`src/rtl/sram_arb_pkg.sv`:
```
// Shared definitions for the SRAM arbiter: FSM state encoding and port ids.
package sram_arb_pkg;

  typedef enum logic [1:0] {
    ST_IDLE   = 2'd0,
    ST_STROBE = 2'd1,
    ST_RDATA  = 2'd2
  } state_e;

  localparam logic PORT0 = 1'b0;
  localparam logic PORT1 = 1'b1;

endpackage

```
`src/rtl/arb_rr2.sv`:
```
// Combinational two-way picker: single requester wins outright, ties go to
// port 0 in fixed mode or to the port that did not win last in round-robin.
module arb_rr2
  import sram_arb_pkg::*;
(
  input  logic [1:0] req,
  input  logic       last,
  input  logic       fixed,
  output logic       winner,
  output logic       any
);

  // Resolve the winner; with no request the winner value is a don't-care (port 0).
  always_comb begin
    winner = PORT0;
    any    = |req;
    case (req)
      2'b01:   winner = PORT0;
      2'b10:   winner = PORT1;
      2'b11:   winner = fixed ? PORT0 : ~last;
      default: winner = PORT0;
    endcase
  end

endmodule

```
`src/rtl/sram_arbiter.sv`:
```
// Shares a single-port synchronous SRAM between two req/gnt/rvalid requesters.
// One access at a time: latch winner in IDLE, strobe SRAM in STROBE, return
// read data in RDATA.
module sram_arbiter
  import sram_arb_pkg::*;
#(
  parameter int AW         = 10,
  parameter int DW         = 8,
  parameter int FIXED_PRIO = 0
) (
  input  logic          clk,
  input  logic          rst,
  input  logic          m0_req,
  input  logic          m0_we,
  input  logic [AW-1:0] m0_addr,
  input  logic [DW-1:0] m0_wdata,
  output logic          m0_gnt,
  output logic          m0_rvalid,
  output logic [DW-1:0] m0_rdata,
  input  logic          m1_req,
  input  logic          m1_we,
  input  logic [AW-1:0] m1_addr,
  input  logic [DW-1:0] m1_wdata,
  output logic          m1_gnt,
  output logic          m1_rvalid,
  output logic [DW-1:0] m1_rdata,
  output logic          sram_clken,
  output logic          sram_we,
  output logic [AW-1:0] sram_addr,
  output logic [DW-1:0] sram_wdata,
  input  logic [DW-1:0] sram_q
);

  state_e        state_q, state_d;
  logic          last_q;
  logic          winner_q;
  logic          we_q;
  logic [AW-1:0] addr_q;
  logic [DW-1:0] wdata_q;
  logic [DW-1:0] m0_rdata_q;
  logic [DW-1:0] m1_rdata_q;

  logic          pickWinner;
  logic          pickAny;
  logic          fixedMode;
  logic          takeAccess;
  logic          strobePhase;
  logic          rdataPhase;

  assign fixedMode   = (FIXED_PRIO != 0);
  assign takeAccess  = (state_q == ST_IDLE) && pickAny;
  assign strobePhase = (state_q == ST_STROBE);
  assign rdataPhase  = (state_q == ST_RDATA);

  arb_rr2 u_pick (
    .req    ({m1_req, m0_req}),
    .last   (last_q),
    .fixed  (fixedMode),
    .winner (pickWinner),
    .any    (pickAny)
  );

  // Next-state logic: a read needs the extra RDATA cycle, a write does not.
  always_comb begin
    state_d = state_q;
    case (state_q)
      ST_IDLE:   if (pickAny) state_d = ST_STROBE;
      ST_STROBE: state_d = we_q ? ST_IDLE : ST_RDATA;
      ST_RDATA:  state_d = ST_IDLE;
      default:   state_d = ST_IDLE;
    endcase
  end

  // State register; reset aborts any in-flight access.
  always_ff @(posedge clk or negedge rst) begin
    if (!rst) state_q <= ST_IDLE;
    else      state_q <= state_d;
  end

  // Access registers latch the winner's request once, so a later drop of req
  // does not disturb the access already in progress.
  always_ff @(posedge clk or negedge rst) begin
    if (!rst) begin
      last_q   <= PORT1;
      winner_q <= PORT0;
      we_q     <= 1'b0;
      addr_q   <= '0;
      wdata_q  <= '0;
    end else if (takeAccess) begin
      last_q   <= pickWinner;
      winner_q <= pickWinner;
      we_q     <= (pickWinner == PORT1) ? m1_we    : m0_we;
      addr_q   <= (pickWinner == PORT1) ? m1_addr  : m0_addr;
      wdata_q  <= (pickWinner == PORT1) ? m1_wdata : m0_wdata;
    end
  end

  // Per-port read data hold registers, updated only by that port's reads.
  always_ff @(posedge clk or negedge rst) begin
    if (!rst) begin
      m0_rdata_q <= '0;
      m1_rdata_q <= '0;
    end else if (rdataPhase) begin
      if (winner_q == PORT0) m0_rdata_q <= sram_q;
      else                   m1_rdata_q <= sram_q;
    end
  end

  // Output decode: strobes only in their own state; rdata passes sram_q through
  // during RDATA so data is valid alongside rvalid, then the hold register keeps it.
  always_comb begin
    sram_clken = strobePhase;
    sram_we    = strobePhase && we_q;
    sram_addr  = addr_q;
    sram_wdata = wdata_q;
    m0_gnt     = strobePhase && (winner_q == PORT0);
    m1_gnt     = strobePhase && (winner_q == PORT1);
    m0_rvalid  = rdataPhase && (winner_q == PORT0);
    m1_rvalid  = rdataPhase && (winner_q == PORT1);
    m0_rdata   = m0_rvalid ? sram_q : m0_rdata_q;
    m1_rdata   = m1_rvalid ? sram_q : m1_rdata_q;
  end

endmodule

```
`config.mk`:
```
export PLATFORM = sky130hd
export DESIGN_NAME = sram_arbiter
export DESIGN_NICKNAME = d
export VERILOG_FILES = /design/src/rtl/sram_arb_pkg.sv /design/src/rtl/arb_rr2.sv /design/src/rtl/sram_arbiter.sv
export SDC_FILE = /design/constraint.sdc
export NUM_CORES = 1
export LEC_CHECK = 0
export BUFFER_PORTS_ARGS = -buffer_cell sky130_fd_sc_hd__clkbuf_2
export CAP_MARGIN = 20
export CORE_MARGIN = 1
export CORE_UTILIZATION = 41
export CTS_CLUSTER_DIAMETER = 40
export DETAILED_ROUTE_END_ITERATION = 10
export GPL_TIMING_DRIVEN = 0
export PLACE_DENSITY = 0.76
export SYNTH_ARGS = -nofsm -noshare
export SYNTH_HDL_FRONTEND = slang
export SYNTH_SLANG_ARGS = --single-unit
```
`constraint.sdc`:
```
create_clock -name clk -period 1.5 [get_ports clk]
set_input_delay 0 -clock clk [delete_from_list [all_inputs] [get_ports clk]]
set_output_delay 0 -clock clk [all_outputs]
set_load 0.005 [all_outputs]
```
==> run metrics, run 1 <==
status=finished with violations; failing checks=negative setup slack; Max Clk Rate=635 MHz; CP bufs+invs=2; num ports=90; Synth warnings=0; DRT Pass-1 Iters=4; Via density=approximately 4.8; Fin. Hold Viols=0; vias in the first global route=~1300; Crit Path Max Fanout=5; post-synthesis register bit count=39; clk_lat worst skew=290 ps; area grow syn2layout=53.6%; Final WS setup=-75.3 ps; Synth cell types=18; overall global routing resource usage=17.8%; Crit-path slowest cell=dfrtp_1; Via Count=1351; IO Port Bufs=89; CTS Buf Count=5; first-pass GRT wire length=5870 µm; Setup CP Type=flop to output port; CTS max path bufs=2; Critical Path Start Type=flop; final WL=4130 µm; Avg Synthesized Cell Area=15.6 µm²; cell count after synthesis=115; RSZ-0062 raised after global routing=yes; initial core utilization=43.8%; clk sinks=39; kind of cell adding the most delay to the critical path=flip-flops; initial DRC count=75; worst path arrival time=approximately 1600 ps; Max VDD drop=1180 µV; LEAKAGE=1.48 nW; relative slew slack=35.2%; Synth Cell Area=1790 µm²; post-DP HPWL=2680 µm; multi-input logic area=between 800 and 900 µm²; antenna cells=0; placer congestion estimate=0.665; Rows=23; Post-route DRC=0; Hold/Removal Path Class=input port to flop; CTS clk-pin slew, worst paths=70 ps; sequential area share after synthesis=54.6%; initial antenna violation count=0; Max-cap violations=0; layout cells sized above 1=73.4%; final setup fails=35; ANT nets after route=0; Die Area=4630 µm²; worst-margin pin slew=972 ps; CP Cell Sequence=nor3b_4, buf_6, mux2_4, clkbuf_2; Placeable Area=4090 µm²; most common cell after layout, fill and taps aside=clkbuf_2; crit end category=output port; Worst Path Required=approximately 1500 ps; H-tree levels=2; number of fill cells in the layout=309; pin count of the biggest net entering global routing=40; Hold WS=approximately 64 ps; GR Overflow Total=0; FF/Latch Area=977 µm²; chip width=between 60 and 70 µm; Net count, final=283; Tmin final=1580 ps; final clock skew=~1.6 ps; Max stage delay on crit path=420 ps; CTS tree=done; Clock Tree Root=clkbuf_8; TNS Setup=-1760 ps; routed len/inst=between 10 and 15 µm; max-slew violations=0; power per cell area=1870 nW/µm²; Die Y=68.1 µm; Post-Syn Nets=165; period utilization=105%; commonest cells after routing, fill and taps aside=clkbuf_2, dfrtp_1, mux2_4
worst reg2reg max path: cells and delay by family, from the launching register on:
family                 cells  cell delay [ps]
buffers and inverters      1              170
AOI/OAI and AO/OA          1              200
muxes                      2              540
DFF                        1              540
cell families (layout without fill, tap and decap cells):
group | count (synthesis) | in the layout | share of synthesized area [%]
AOI/OAI and AO/OA | 5 | 5 | 1.89
muxes | 54 | 54 | 38.0
and+or+nand+nor | 9 | 9 | 2.80
buffers and inverters | 8 | 126 | 2.73
DFF | 39 | 39 | 54.6
report_power, final:
group	leakage, nW	internal [mW]	switching, mW
logic	0.969	1.61	0.983
clock network	0.0470	0.360	0.341
registers	0.459	1.60	0.254
what timing repair did:
action	in CTS	in global routing
hold buffers	11	0
hold endpoints to repair	55	0
setup buffers	5	3
resized for setup	22	19
gates cloned	2	1
setup endpoints to repair	35	36
pin swaps	0	1
state kept, by name (all words and copies together) (netlist names):
register / flops
last_q: 1
m0_rdata_q: 8
m1_rdata_q: 8
sram_addr: 10
sram_wdata: 8
state_q: 2
we_q: 1
winner_q: 1
metal layers:
metal	routed length (µm)	track usage (%)
met1	1780	20.0
met2	2060	31.0
met3	236	5.83
met4	55	7.03
met5	0	0
per-stage QoR:
stage          cells  util (%)  total power, mW  cell area, µm²  setup slack, ps
6_report         283      67.3             5.15            2750            -75.3
3_5_place_dp     254      56.2             3.89            2300            -73.3
3_3_place_gp     254      56.2             3.81            2300            -46.5
5_1_grt          283      67.3             5.53            2750             -141
4_1_cts          279      64.5             4.89            2640            -92.5
2_1_floorplan    115         -             3.01            1790             4.07
cells in the mapped netlist:
master	count	area share (%)
buf_6	2	1.3
a21oi_1	1	0.28
buf_2	3	0.84
nor2_1	3	0.63
inv_1	3	0.63
and2_1	2	0.70
a31oi_1	1	0.35
nand2b_1	1	0.35
nor3b_1	1	0.42
mux2_4	19	16
o21ai_0	1	0.28
nand3b_1	1	0.42
dfstp_2	1	1.5
mux2_2	35	22
nor3_1	1	0.28
dfrtp_1	38	53
a21o_1	1	0.42
a21bo_1	1	0.56
final timing paths:
kind	startpoint	endpoint	slack, ps	depth (start not counted)
max	winner_q	m0_rdata[7]	-80	4
max in group asynchronous	rst	m0_rdata_q[6]	510	2
min in group asynchronous	rst	sram_addr[3]	400	2
max reg2reg	last_q	we_q	-70	4
min reg2reg	we_q	state_q[1]	470	1
min	m1_wdata[4]	sram_wdata[4]	60	3
area by class of cell:
type                       instances  area share, %
sequential                        39           35.5
multi-input combinational         68           31.1
timing repair buffer             111           25.2
clock buffer                       6           3.00
tap                               50           2.28
buffer                             5           2.23
inverter                           3          0.410
clock inverter                     1          0.182
(Power assumes the default switching activity.)
==> run 2, diff against run 1 <==
- SYNTH_HIERARCHICAL: unset -> 1
==> run metrics, run 2 <==
Max stage delay on crit path=550 ps; R2R setup slack=-110 ps; Worst R2R End=sram_addr[2]; RSZ-0062 raised after global routing=yes; Avg Synthesized Cell Area=15.0 µm²; Max-cap violations=0; initial core utilization=44.0%; initial DRC count=42; antenna cells=0; failing checks=negative setup slack; status=finished with violations; final setup fails=28; worst slack, placed=-120 ps; final WL=3940 µm; Die Area=around 4700 µm²; CP bufs+invs=1; num ports=90; Worst Path Required=between 1500 and 2000 ps; number of fill cells in the layout=328; number of synthesized flops with an enable pin=0; period utilization=107%; Max Clk Rate=621 MHz; chip width=68.5 µm; vias in the first global route=between 1000 and 1500; Pwr Total=5.05 mW; overall global routing resource usage=18.2%; Critical Path Start Type=flop; DRT met1 WL=1720 µm; Synth Cell Area=1810 µm²; CTS tree=done; Via Count=around 1400; crit end category=flop; CTS Buf Count=5; RR Startpoint=last_q; CTS clk-pin slew, worst paths=~70 ps; Final WS setup=-110 ps; Fin. Hold Viols=0; initial antenna violation count=0; TNS Setup=-2080 ps; power per cell area=approximately 1900 nW/µm²; fin cells=around 290; relative slew slack=37.5%; Post-route DRC=0; CP Cell Sequence=o21ai_2, and2_4, clkbuf_16, mux2_2, mux2_4; layout cells sized above 1=between 70% and 80%; top sig layer=met4; cell count after synthesis=121; Tmin final=1610 ps; CTS max path bufs=2; sequential area share after synthesis=53.9%; GR Overflow Total=0; max-slew violations=0; area grow syn2layout=50.3%; H-tree levels=2; post-synth top area cell=dfrtp_1; final clock skew=6.16 ps; placer congestion estimate=0.670; Crit Path Max Fanout=5; critical path depth=5; most common cell after layout, fill and taps aside=clkbuf_2; first-pass GRT wire length=6040 µm; Net count, final=about 290; Synth warnings=6; met3 WL=173 µm; synth cell count leaders=mux2_2, dfrtp_1, mux2_1; Max VDD drop=1040 µV; top_reg_cell synth=dfrtp_1; FF/Latch Area=roughly 1000 µm²; Post-Syn Nets=171; Placed Area=2340 µm²; Placeable Area=4120 µm²; ANT nets after route=0; Post-Place Cells=260; clk_lat worst skew=280 ps; Synth cell types=17; Rows=23; commonest cells after routing, fill and taps aside=clkbuf_2, mux2_2, dfrtp_1; kind of cell adding the most delay to the critical path=flip-flops; Async SR Flop Fraction=100%; routed len/inst=13.8 µm; cell with the most instances after synthesis=mux2_2; Hold/Removal Path Class=input port to flop; Layout Cell Area excl Fill=2720 µm²; IO Port Bufs=89; Hold Startpoint=m0_addr[0]; reg2reg path depth=5; clk sinks=39; Via density=4.86; LEAKAGE=1.37 nW; synth top area cells=dfrtp_1, mux2_2, mux2_1; multi-input logic area=between 800 and 900 µm²; CP Capture Point=sram_addr[2]; post-synthesis register bit count=39; Setup CP Type=flop to flop; Clock Tree Root=clkbuf_8; Crit-path slowest cell=dfstp_2; met2 WL=2000 µm; post-DP HPWL=~2800 µm; Die Y=between 60 and 70 µm; worst-margin pin slew=938 ps; max FFs per register=10; worst path arrival time=~1800 ps; DRT Pass-1 Iters=4; crit path launch=last_q; area share of the largest cell type after synthesis=52.5%; pin count of the biggest net entering global routing=40
run 2: area by class of cell:
cell class | count | share of cell area [%]
Sequential cell | 39 | 35.9
Multi-Input combinational cell | 75 | 31.9
Timing Repair Buffer | 107 | 23.4
Clock buffer | 8 | 3.68
Tap cell | 50 | 2.30
Buffer | 5 | 2.44
Inverter | 2 | 0.276
run 2: worst min-delay path by stage:
stage	end	depth (start not counted)	slack, ps
after floorplan	m0_rdata_q[0]	0	-300
after CTS	sram_addr[5]	3	60
after detailed placement	sram_addr[9]	1	190
after global placement	m0_rdata_q[3]	1	200
after global routing	sram_addr[0]	3	70
final	sram_addr[0]	3	60
run 2: cell families (layout without fill, tap and decap cells):
family / Yosys count / after routing / share of synthesized area, %
AND/OR/NAND/NOR: 10 / 10 / 4.28
multiplexers: 63 / 63 / 39.2
AO/OA/AOI/OAI: 1 / 1 / 0.276
flip-flops: 39 / 39 / 53.9
buffers and inverters: 7 / 122 / 2.14
other: 1 / 1 / 0.207
run 2: stage by stage:
stage,hold slack [ps],utilization (%)
4_1_cts,60.7,65.1
3_3_place_gp,196,56.8
3_5_place_dp,191,56.8
5_1_grt,68.6,66.2
6_report,64.6,66.2
2_1_floorplan,-296,-
run 2: power by group:
| part | internal, mW | switching [mW] |
|---|---|---|
| Combinational | 1.54 | 0.876 |
| Clock | 0.419 | 0.339 |
| Sequential | 1.60 | 0.272 |
run 2: timing repair:
item                       CTS  global route
hold endpoints to repair    53             0
gates cloned                 3             0
pin swaps                    2             2
setup buffers                4             2
hold buffers                 9             0
setup endpoints to repair   37            36
resized for setup           20             8
run 2: layer usage:
layer | vias to the layer above | track usage, %
li1 | 655 | -
met1 | 683 | 22.2
met2 | 46 | 31.6
met3 | 6 | 3.00
met4 | 0 | 7.03
met5 | - | 0
run 2: worst reg2reg max path, cell delays in order, from the launching register on:
cell	delay, ps
dfstp_2	550
o21ai_2	50
and2_4	200
clkbuf_16	170
mux2_2	270
mux2_4	260
==> run 3, diff against run 2 <==
- ABC_CLOCK_PERIOD_IN_PS: unset -> 1450
- clock period: 1.5 -> 1.45 ns (I/O delays scaled with it)
==> run metrics, run 3 (synthesis results as in run 2) <==
Worst Path Required=1450 ps; final clock skew=between 9 and 10 ps; CTS max path bufs=2; Hold/Removal Path Class=input port to flop; Setup CP Type=flop to output port; Fin. Hold Viols=0; Crit Path Max Fanout=5; LEAKAGE=1.47 nW; Max VDD drop=approximately 1200 µV; crit end category=output port; final setup fails=37; RR Startpoint=last_q; Net count, final=289; R2R setup slack=-140 ps; RSZ-0062 raised after global routing=yes; CTS clk-pin slew, worst paths=80 ps; final WL=4210 µm; CTS Buf Count=5; Max-cap violations=0; Crit-path slowest cell=dfrtp_2; pin count of the biggest net entering global routing=40; initial core utilization=44.0%; antenna cells=0; number of fill cells in the layout=295; H-tree levels=2; failing checks=negative setup slack; initial DRC count=55; Max stage delay on crit path=450 ps; relative slew slack=35.7%; reg2reg path depth=5; kind of cell adding the most delay to the critical path=flip-flops; crit path launch=state_q[0]; first-pass GRT wire length=6440 µm; overall global routing resource usage=19.3%; Die Y=between 60 and 70 µm; Post-route DRC=0; clk_lat worst skew=just under 300 ps; clk sinks=39; Clock Tree Root=clkbuf_8; layout cells sized above 1=77.1%; IO Port Bufs=89; max FFs per register=10; period utilization=113%; Post-Place Cells=260; Via density=4.84; vias in the first global route=1450; Via Count=1404; Critical Path Start Type=flop; Final WS setup=-191 ps; Rows=23; chip width=68.5 µm; power per cell area=approximately 2000 nW/µm²; max-slew violations=0; placer congestion estimate=between 0.6 and 0.7; worst path arrival time=1640 ps; post-DP HPWL=2670 µm; DRT Pass-1 Iters=3; routed len/inst=14.5 µm; Placeable Area=between 4000 and 5000 µm²; ANT nets after route=0; Worst R2R End=sram_addr[1]; most common cell after layout, fill and taps aside=clkbuf_2; area grow syn2layout=57.3%; fin cells=290; Tmin final=1640 ps; initial antenna violation count=0; CTS tree=done; CP bufs+invs=2; Max Clk Rate=609 MHz; Die Area=roughly 4700 µm²; CP Cell Sequence=nor3b_4, buf_6, mux2_4, clkbuf_2; status=finished with violations; commonest cells after routing, fill and taps aside=clkbuf_2, dfrtp_1, mux2_4; worst-margin pin slew=965 ps; critical path depth=4; GR Overflow Total=0; Pwr Total=~5.6 mW; num ports=90; CP Capture Point=m0_rdata[2]
run 3: changes by cell type in the layout (fill, tap and decap cells not counted), moves of 2 or more:
cell,change
mux2_4,+16
mux2_2,-15
buf_6,+6
clkbuf_2,-2
run 3: area by class of cell:
| cell class | count | area, µm² | share of cell area (%) |
|---|---|---|---|
| flip-flops and latches | 39 | 980 | 34.4 |
| multi-input cells | 75 | 930 | 32.6 |
| repair buffers | 111 | 701 | 24.6 |
| clock buffers | 7 | 96.3 | 3.38 |
| plain buffers | 5 | 66.3 | 2.33 |
| well taps | 50 | 62.6 | 2.19 |
| clock inverters | 1 | 7.51 | 0.263 |
| inverters | 2 | 7.51 | 0.263 |
run 3: what timing repair did:
item,CTS,global route
buffers inserted,7,2
cloned,2,2
hold buffers,9,0
endpoints found under the hold margin,54,0
pin swaps,3,1
endpoints found under the setup margin,48,39
resized for setup,27,24
run 3: how the worst min path moves through the flow:
stage | start | cells after the start | slack [ps] | endpoint
global route | m0_wdata[7] | 3 | 70 | sram_wdata[7]
finish | m0_wdata[6] | 3 | 60 | sram_wdata[6]
global placement | rst | 1 | 200 | sram_addr[5]
floorplan | rst | 0 | -300 | m0_rdata_q[0]
detailed placement | rst | 1 | 200 | sram_wdata[0]
CTS | m1_wdata[6] | 3 | 60 | sram_wdata[6]
run 3: worst min-delay path, stage by stage:
cell,delay [ps]
clkbuf_2,70
mux2_2,120
mux2_2,130
run 3: where the power goes:
| part | switching [mW] | leakage (nW) | internal (mW) |
|---|---|---|---|
| clock network | 0.376 | 0.0505 | 0.432 |
| logic | 0.988 | 0.961 | 1.82 |
| registers | 0.297 | 0.457 | 1.66 |
run 3: metrics by stage:
step | cell area (µm²) | util [%] | hold slack [ps] | TNS [ps] | setup slack [ps]
final | 2850 | 69.3 | 61.4 | -4810 | -191
after global routing | 2850 | 69.3 | 68.3 | -7260 | -257
after CTS | 2720 | 66.1 | 57.3 | -4230 | -179
after detailed placement | 2350 | 57.1 | 202 | -2290 | -115
after global placement | 2350 | 57.1 | 202 | -1700 | -98.4
after floorplan | 1840 | - | -296 | 0 | 21.0
run 3: per-layer routing:
layer / vias to the layer above / GRT usage [%] / wire length [µm]
met5: - / 0 / 0
met4: 0 / 10.7 / 102
met3: 10 / 3.17 / 211
met2: 50 / 34.4 / 2140
met1: 679 / 21.5 / 1750
li1: 665 / - / -
